**config.mk**
```make
export PLATFORM = sky130hd
export DESIGN_NAME = fxy_sweep_ctrl
export DESIGN_NICKNAME = d
export VERILOG_FILES = /design/src/rtl/fxy_sweep_ctrl.sv
export SDC_FILE = /design/constraint.sdc
export NUM_CORES = 1
export LEC_CHECK = 0
export BUFFER_PORTS_ARGS = -buffer_cell sky130_fd_sc_hd__buf_2
export CAP_MARGIN = 10
export CELL_PAD_IN_SITES_DETAIL_PLACEMENT = 1
export CELL_PAD_IN_SITES_GLOBAL_PLACEMENT = 2
export CORE_UTILIZATION = 35
export CTS_BUF_LIST = sky130_fd_sc_hd__clkbuf_2
export DETAILED_ROUTE_END_ITERATION = 6
export MAX_ROUTING_LAYER = met4
export PLACE_DENSITY = 0.9
export SLEW_MARGIN = 20
export SYNTH_ARGS = -nofsm -noshare
export SYNTH_HDL_FRONTEND = slang
export SYNTH_SLANG_ARGS = --single-unit
```
**constraint.sdc**
```tcl
create_clock -name clk -period 2 [get_ports clk]
set_clock_uncertainty 0.1 [all_clocks]
set_input_delay 0.4 -clock clk [delete_from_list [all_inputs] [get_ports clk]]
set_output_delay 0.4 -clock clk [all_outputs]
set_load 0.05 [all_outputs]
```
**src/rtl/fxy_sweep_ctrl.sv**
```systemverilog
// Truth-table sweep controller: walks every input vector of an N-input function
// block, holds each for SETTLE cycles, captures its output, and optionally
// compares the table against EXP (enabled by defining FXY_SWEEP_CHECK_EN).
module fxy_sweep_ctrl #(
    parameter int unsigned N      = 2,
    parameter int unsigned SETTLE = 1,
    parameter logic [(2**N)-1:0] EXP = 4'b0001
) (
    input  logic                clk,
    input  logic                rst_n,
    input  logic                start,
    input  logic                abort,
    input  logic                s_in,
    output logic [N-1:0]        vec_out,
    output logic [(2**N)-1:0]   tt_out,
    output logic                busy,
    output logic                done,
    output logic                err
);

    localparam int unsigned VEC_W = N;
    localparam int unsigned TT_W  = 2**N;
    localparam int unsigned CNT_W = 4;

    typedef enum logic [1:0] {
        S_IDLE    = 2'd0,
        S_WAIT    = 2'd1,
        S_CAPTURE = 2'd2,
        S_DONE    = 2'd3
    } state_e;

    state_e             state_q, state_d;
    logic [VEC_W-1:0]   vec_q,   vec_d;
    logic [CNT_W-1:0]   cnt_q,   cnt_d;
    logic [TT_W-1:0]    tt_q,    tt_d;
    logic               busy_q,  busy_d;
    logic               done_q,  done_d;
`ifdef FXY_SWEEP_CHECK_EN
    logic               err_q,   err_d;
`endif

    // State and output registers
    always_ff @(posedge clk or negedge rst_n) begin
        if (!rst_n) begin
            state_q <= S_IDLE;
            vec_q   <= '0;
            cnt_q   <= '0;
            tt_q    <= '0;
            busy_q  <= 1'b0;
            done_q  <= 1'b0;
`ifdef FXY_SWEEP_CHECK_EN
            err_q   <= 1'b0;
`endif
        end else begin
            state_q <= state_d;
            vec_q   <= vec_d;
            cnt_q   <= cnt_d;
            tt_q    <= tt_d;
            busy_q  <= busy_d;
            done_q  <= done_d;
`ifdef FXY_SWEEP_CHECK_EN
            err_q   <= err_d;
`endif
        end
    end

    // Next-state logic; busy/done are derived from the next state so they stay registered
    always_comb begin
        state_d = state_q;
        vec_d   = vec_q;
        cnt_d   = cnt_q;
        tt_d    = tt_q;
`ifdef FXY_SWEEP_CHECK_EN
        err_d   = err_q;
`endif
        unique case (state_q)
            S_IDLE: begin
                if (start && !abort) begin
                    state_d = S_WAIT;
                    vec_d   = '0;
                    cnt_d   = '0;
                    tt_d    = '0;
`ifdef FXY_SWEEP_CHECK_EN
                    err_d   = 1'b0;
`endif
                end
            end
            S_WAIT: begin
                if (abort) begin
                    state_d = S_IDLE;
                    vec_d   = '0;
                    cnt_d   = '0;
                end else begin
                    cnt_d = cnt_q + CNT_W'(1);
                    if (cnt_q == CNT_W'(SETTLE - 1)) begin
                        state_d = S_CAPTURE;
                    end
                end
            end
            S_CAPTURE: begin
                if (abort) begin
                    state_d = S_IDLE;
                    vec_d   = '0;
                    cnt_d   = '0;
                end else begin
                    tt_d[vec_q] = s_in;
                    // Terminal vector always ends the sweep; the increment never wraps
                    if (vec_q == {VEC_W{1'b1}}) begin
                        state_d = S_DONE;
                    end else begin
                        state_d = S_WAIT;
                        vec_d   = vec_q + VEC_W'(1);
                        cnt_d   = '0;
                    end
                end
            end
            S_DONE: begin
                state_d = S_IDLE;
                vec_d   = '0;
`ifdef FXY_SWEEP_CHECK_EN
                err_d   = (tt_q != EXP);
`endif
            end
            default: begin
                state_d = S_IDLE;
                vec_d   = '0;
                cnt_d   = '0;
            end
        endcase

        busy_d = (state_d == S_WAIT) || (state_d == S_CAPTURE);
        done_d = (state_d == S_DONE);
    end

    assign vec_out = vec_q;
    assign tt_out  = tt_q;
    assign busy    = busy_q;
    assign done    = done_q;

`ifdef FXY_SWEEP_CHECK_EN
    assign err = err_q;
`else
    // No comparator in this build; EXP is kept only so the parameter list is unchanged
    logic unused_exp_c;
    assign unused_exp_c = ^EXP;
    assign err = 1'b0;
`endif

endmodule
```
After elaboration in Yosys (flattened, before gate mapping). Cells that the tools add are included.

Register bits after elaboration: 14. Input port bits: 5. Output and inout bits: 9.

$add $sub $neg: 2. Order comparisons: 2. Eq/ne operators: 11. Multiplexer cells: 21. Reductions and logical operators: 11.

Operator list (count): $mux W4 (5); $mux W2 (9); $pmux W2 S4 (2); $pmux W4 S3 (1); $eq A2 B2 Y1 const B (5); $reduce_and A3 Y1 (3); $pmux W4 S2 (1); $ne A2 B2 Y1 const B (3); $add A4 B1 Y4 const B (1); $bwmux W4 (1); $eq A2 B1 Y1 const B (2); $logic_not A4 Y1 (1); $lt A2 B3 Y1 const B (1); $ne A3 B3 Y1 const B (1); $reduce_bool A3 Y1 (1); $add A2 B1 Y2 const B (1); $demux W1 S2 (1); $ge A2 B1 Y1 const B (1); $logic_and A1 B1 Y1 (2); $logic_not A2 Y1 (1); $reduce_bool A2 Y1 (1); $logic_not A1 Y1 (1); $logic_or A1 B1 Y1 (1); $mux W1 (1).

Depth between registers and ports, before layout.
Word-level depth: 7. Depth in mapped cells: 6. Mapped depth without buffers: 6.

Worst setup path after synthesis. No wires, ideal clock.

Path type: register -> register. Start point: register vec_q[1] (netlist: vec_out[1]). End point: register cnt_q[2]. Arrival: 1.567 ns. Path slack: 0.256 ns. Stages on the path, launching flop included: 6. Clock period less this slack: 1.744 ns. Path through: dfrtp_1 > ha_1 > nor2b_1 > o21ai_2 > a31o_2 > a21oi_1.

Word-level cells in the longest chain between the ends: 3.

RTL lines: start, declared (RTL line 33) `logic [VEC_W-1:0] vec_q, vec_d;`; start signal, assigned (RTL line 56) `vec_q <= vec_d;`; $eq A2 B2 Y1 (RTL line 108) `if (vec_q == {VEC_W{1'b1}}) begin`; $ne A3 B3 Y1 (no line); $reduce_and A3 Y1 (no line); end signal, assigned (RTL line 57) `cnt_q <= cnt_d;`; end, declared (RTL line 34) `logic [CNT_W-1:0] cnt_q, cnt_d;`.

Every way passes these cells. A chain may end at the register's enable or synchronous reset.

Worst setup path in the final report.
Start point: register vec_q[0] (netlist: vec_out[0]). End point: register vec_q[1] (netlist: vec_out[1]).

Word-level cells in the longest chain between the ends: 4.

RTL lines: $add A2 B1 Y2 (RTL line 112) `vec_d = vec_q + VEC_W'(1);`; $mux W2 (RTL line 108); $mux W2 (RTL line 101) `if (abort) begin`; $pmux W2 S4 (RTL line 76) `unique case (state_q)`.

Several ways; a longest one is shown, not always the timed one. The select of a mux whose other input is x is not followed.

==> key figures <==
Run status
  • Status: finished clean

Detailed routing
  • DRT Wirelength: 1690 µm
  • Number of remaining DRC errors: 0
  • Final ANT Viol Nets: 0
  • Post-DR vias/cell: 5.37
  • DR pass1 iterations: 4
  • Vias: 671
  • Iter 0 DRT Violations: 17
  • Drt wl/cell: 13.5 µm

Placement
  • Post-DP HPWL: 1260 µm
  • DP Cell Count: 120
  • Placer Congestion: 0.737
  • Placed Instance Area: 876 µm²
  • Input/output buffers: 12

Run
  • Max_cap viols: 0

Finish
  • Final Non-Filler Cells: 125
  • Ant. Diodes: 0
  • Fin nets: 111
  • Most frequent cells in the layout: 14 x dfrtp_1, 12 x buf_2, 8 x nor2_1
  • Cell area after layout: 905 µm²
  • P&R area growth vs syn: 14.2%
  • Commonest non-fill, non-tap cell in the layout: dfrtp_1
  • Fillers: 264
  • Share of post-route cells with drive strength above 1: 20.4%

STA
  • Maximum clock rate: 0.594 GHz
  • Total negative slack: 0 ns
  • Hold Vio Cnt, Final: 0
  • Fin. max-slew vios: 0
  • Slew headroom: 66.0%
  • Period utilization: 84.1%
  • Setup repair after global routing missed its margin: false
  • Worst-margin pin slew: 0.506 ns
  • Hold slack: 0.289 ns
  • Number of setup violations in the final report: 0
  • Min cycle time layout: 1.68 ns

Synth
  • Share of the synthesized area in the top cell type: 44.2%
  • Syn avg cell area: 9.54 µm²
  • Yosys top cell by area: dfrtp_1
  • Ranking of synthesized cells by area: dfrtp_1 44%, ha_1 11%, mux2i_1 5.1%, o21ai_0 4.4%, a21oi_1 3.8%
  • Synth Instances: 83
  • Syn Std Cell Area: 792 µm²
  • Seq cells post-synth: 14
  • Register area share after synthesis: 44.2%
  • Cell variety after synth: 24
  • Syn Nets: 95
  • YS warnings: 0

Pwr
  • Seq pwr share: 45.7%
  • Switching share of power: 42.9%
  • Pwr dens: 930 nW/µm²
  • VDD IR max: 0.457 mV
  • NetSw: 361 µW
  • Clock power share: 16.2%
  • Logic pwr share: 38.1%
  • Int Power: 480 µW
  • Leak Pwr: 0.000463 µW

Global route
  • GR Overflow Total: 0
  • Initial antenna violation count: 0
  • Vias in the first global route: 658
  • Largest net degree at the start of global routing: 15
  • Global-route wire length before repair: 2890 µm
  • GRT Total Usage: 16.3%

Floorplanning
  • Die height: 49.6 µm
  • Core Rows: 16
  • Die width: 49.6 µm
  • Starting Density: 38.8%
  • Top Ports: 14
  • Die area: 2460 µm²
  • Placeable Area: 2040 µm²

Clock network
  • Setup bufs post-CTS: 0
  • Max Root-Sink Buffers: 2
  • Clock sinks: 14
  • CTS Hold Bufs: 1
  • Clock Tree Root: clkbuf_2
  • Post-cts sizing count: 0
  • Clock latency on the worst-skew pair: 0.28 ns
  • Clk slew on worst S/H paths: 0.14 ns
  • Number of CTS-inserted buffers: 3
  • CTS tree: built
  • CTS H-tree depth: 1

Critical path
  • Worst reg2reg endpoint: vec_out[1]
  • Reg2reg path depth: 5
  • CP Launch Type: register
  • Reg2reg start: vec_out[0]
  • Crit path cell chain: ha_1, nor2b_1, a21oi_1, a21boi_1, o21ai_0
  • Worst setup EP type: register
  • CP max FO: 4
  • Crit Path Class: register to register
  • FF-to-FF setup slack: 0.32 ns
  • CP max stage cell: dfrtp_1
  • Crit path capture: vec_out[1]
  • CP required: 2.07 ns
  • Max incr delay on CP: 0.44 ns
  • CP startpoint: vec_out[0]
  • Crit path arrival time: 1.75 ns

Hold path
  • Worst min path class: input pin to register
[layout make-up]
type	instances	area [µm²]	share of cell area, %
Sequential cell	14	350	38.7
Inverter	7	26.3	2.90
Clock inverter	1	3.75	0.415
Tap cell	27	33.8	3.73
Multi-Input combinational cell	59	398	44.0
Clock buffer	3	15.0	1.66
Timing Repair Buffer	14	77.6	8.58
[worst max-delay path: cells and delay by family, from the launching register on]
family / cells / cell delay (ns)
compound gates: 3 / 0.62
flops: 1 / 0.44
simple gates: 1 / 0.17
fa+ha+maj: 1 / 0.24
[metal layers]
| layer | global-route usage (%) | part of all wire [%] | vias up |
|---|---|---|---|
| li1 | - | - | 324 |
| met1 | 19.7 | 47 | 322 |
| met2 | 25.7 | 46 | 23 |
| met3 | 5.56 | 5.6 | 2 |
| met4 | 4.29 | 0.59 | 0 |
| met5 | - | 0 | - |
[how the worst min path moves through the flow]
stage / start / end / slack [ns] / cells after the start
finish: abort / state_q[1] / 0.29 / 2
floorplan: rst_n / busy / 0.004 / 0
global placement: rst_n / done / 0.21 / 1
global route: abort / state_q[1] / 0.26 / 2
detailed placement: rst_n / done / 0.22 / 1
CTS: abort / state_q[1] / 0.27 / 2
[through the flow]
step | setup WS, ns | utilization, % | power (µW)
5_1_grt | 0.201 | 44.3 | 906
2_1_floorplan | 0.256 | - | 624
3_3_place_gp | 0.351 | 42.9 | 703
3_5_place_dp | 0.362 | 42.9 | 711
6_report | 0.318 | 44.3 | 841
4_1_cts | 0.321 | 44.3 | 851
[power by group through the flow]
stage | Combinational (µW) | Sequential, µW | Clock [µW]
2_1_floorplan | 188 | 436 | 0
3_3_place_gp | 316 | 387 | 0
3_5_place_dp | 321 | 390 | 0
4_1_cts | 323 | 384 | 144
5_1_grt | 352 | 396 | 158
6_report | 321 | 384 | 136
[state kept, by name (all words and copies together), names as in the netlist]
name	count
state_q	2
tt_out	4
vec_out	2
cnt_q	4
done	1
busy	1
[synth_stat cells (all sizes together)]
library cell / n
nor3b: 1
dfrtp: 14
a21oi: 6
o21ai: 9
a22oi: 1
a21boi: 1
inv: 7
nor3: 2
and3: 1
ha: 7
a31oi: 1
o211ai: 3
nor2: 8
conb: 1
a31o: 3
nand2: 2
mux2i: 4
nand2b: 1
nand4: 4
nor2b: 4
buf: 3
[cells by family after synthesis]
family | after synthesis | share of synthesized area (%)
buf+inv | 10 | 5.53
other cells | 1 | 0.473
simple gates | 23 | 14.9
compound gates | 24 | 18.8
fa+ha+maj | 7 | 11.1
flops | 14 | 44.2
mux | 4 | 5.06
(Power assumes the default switching activity.)
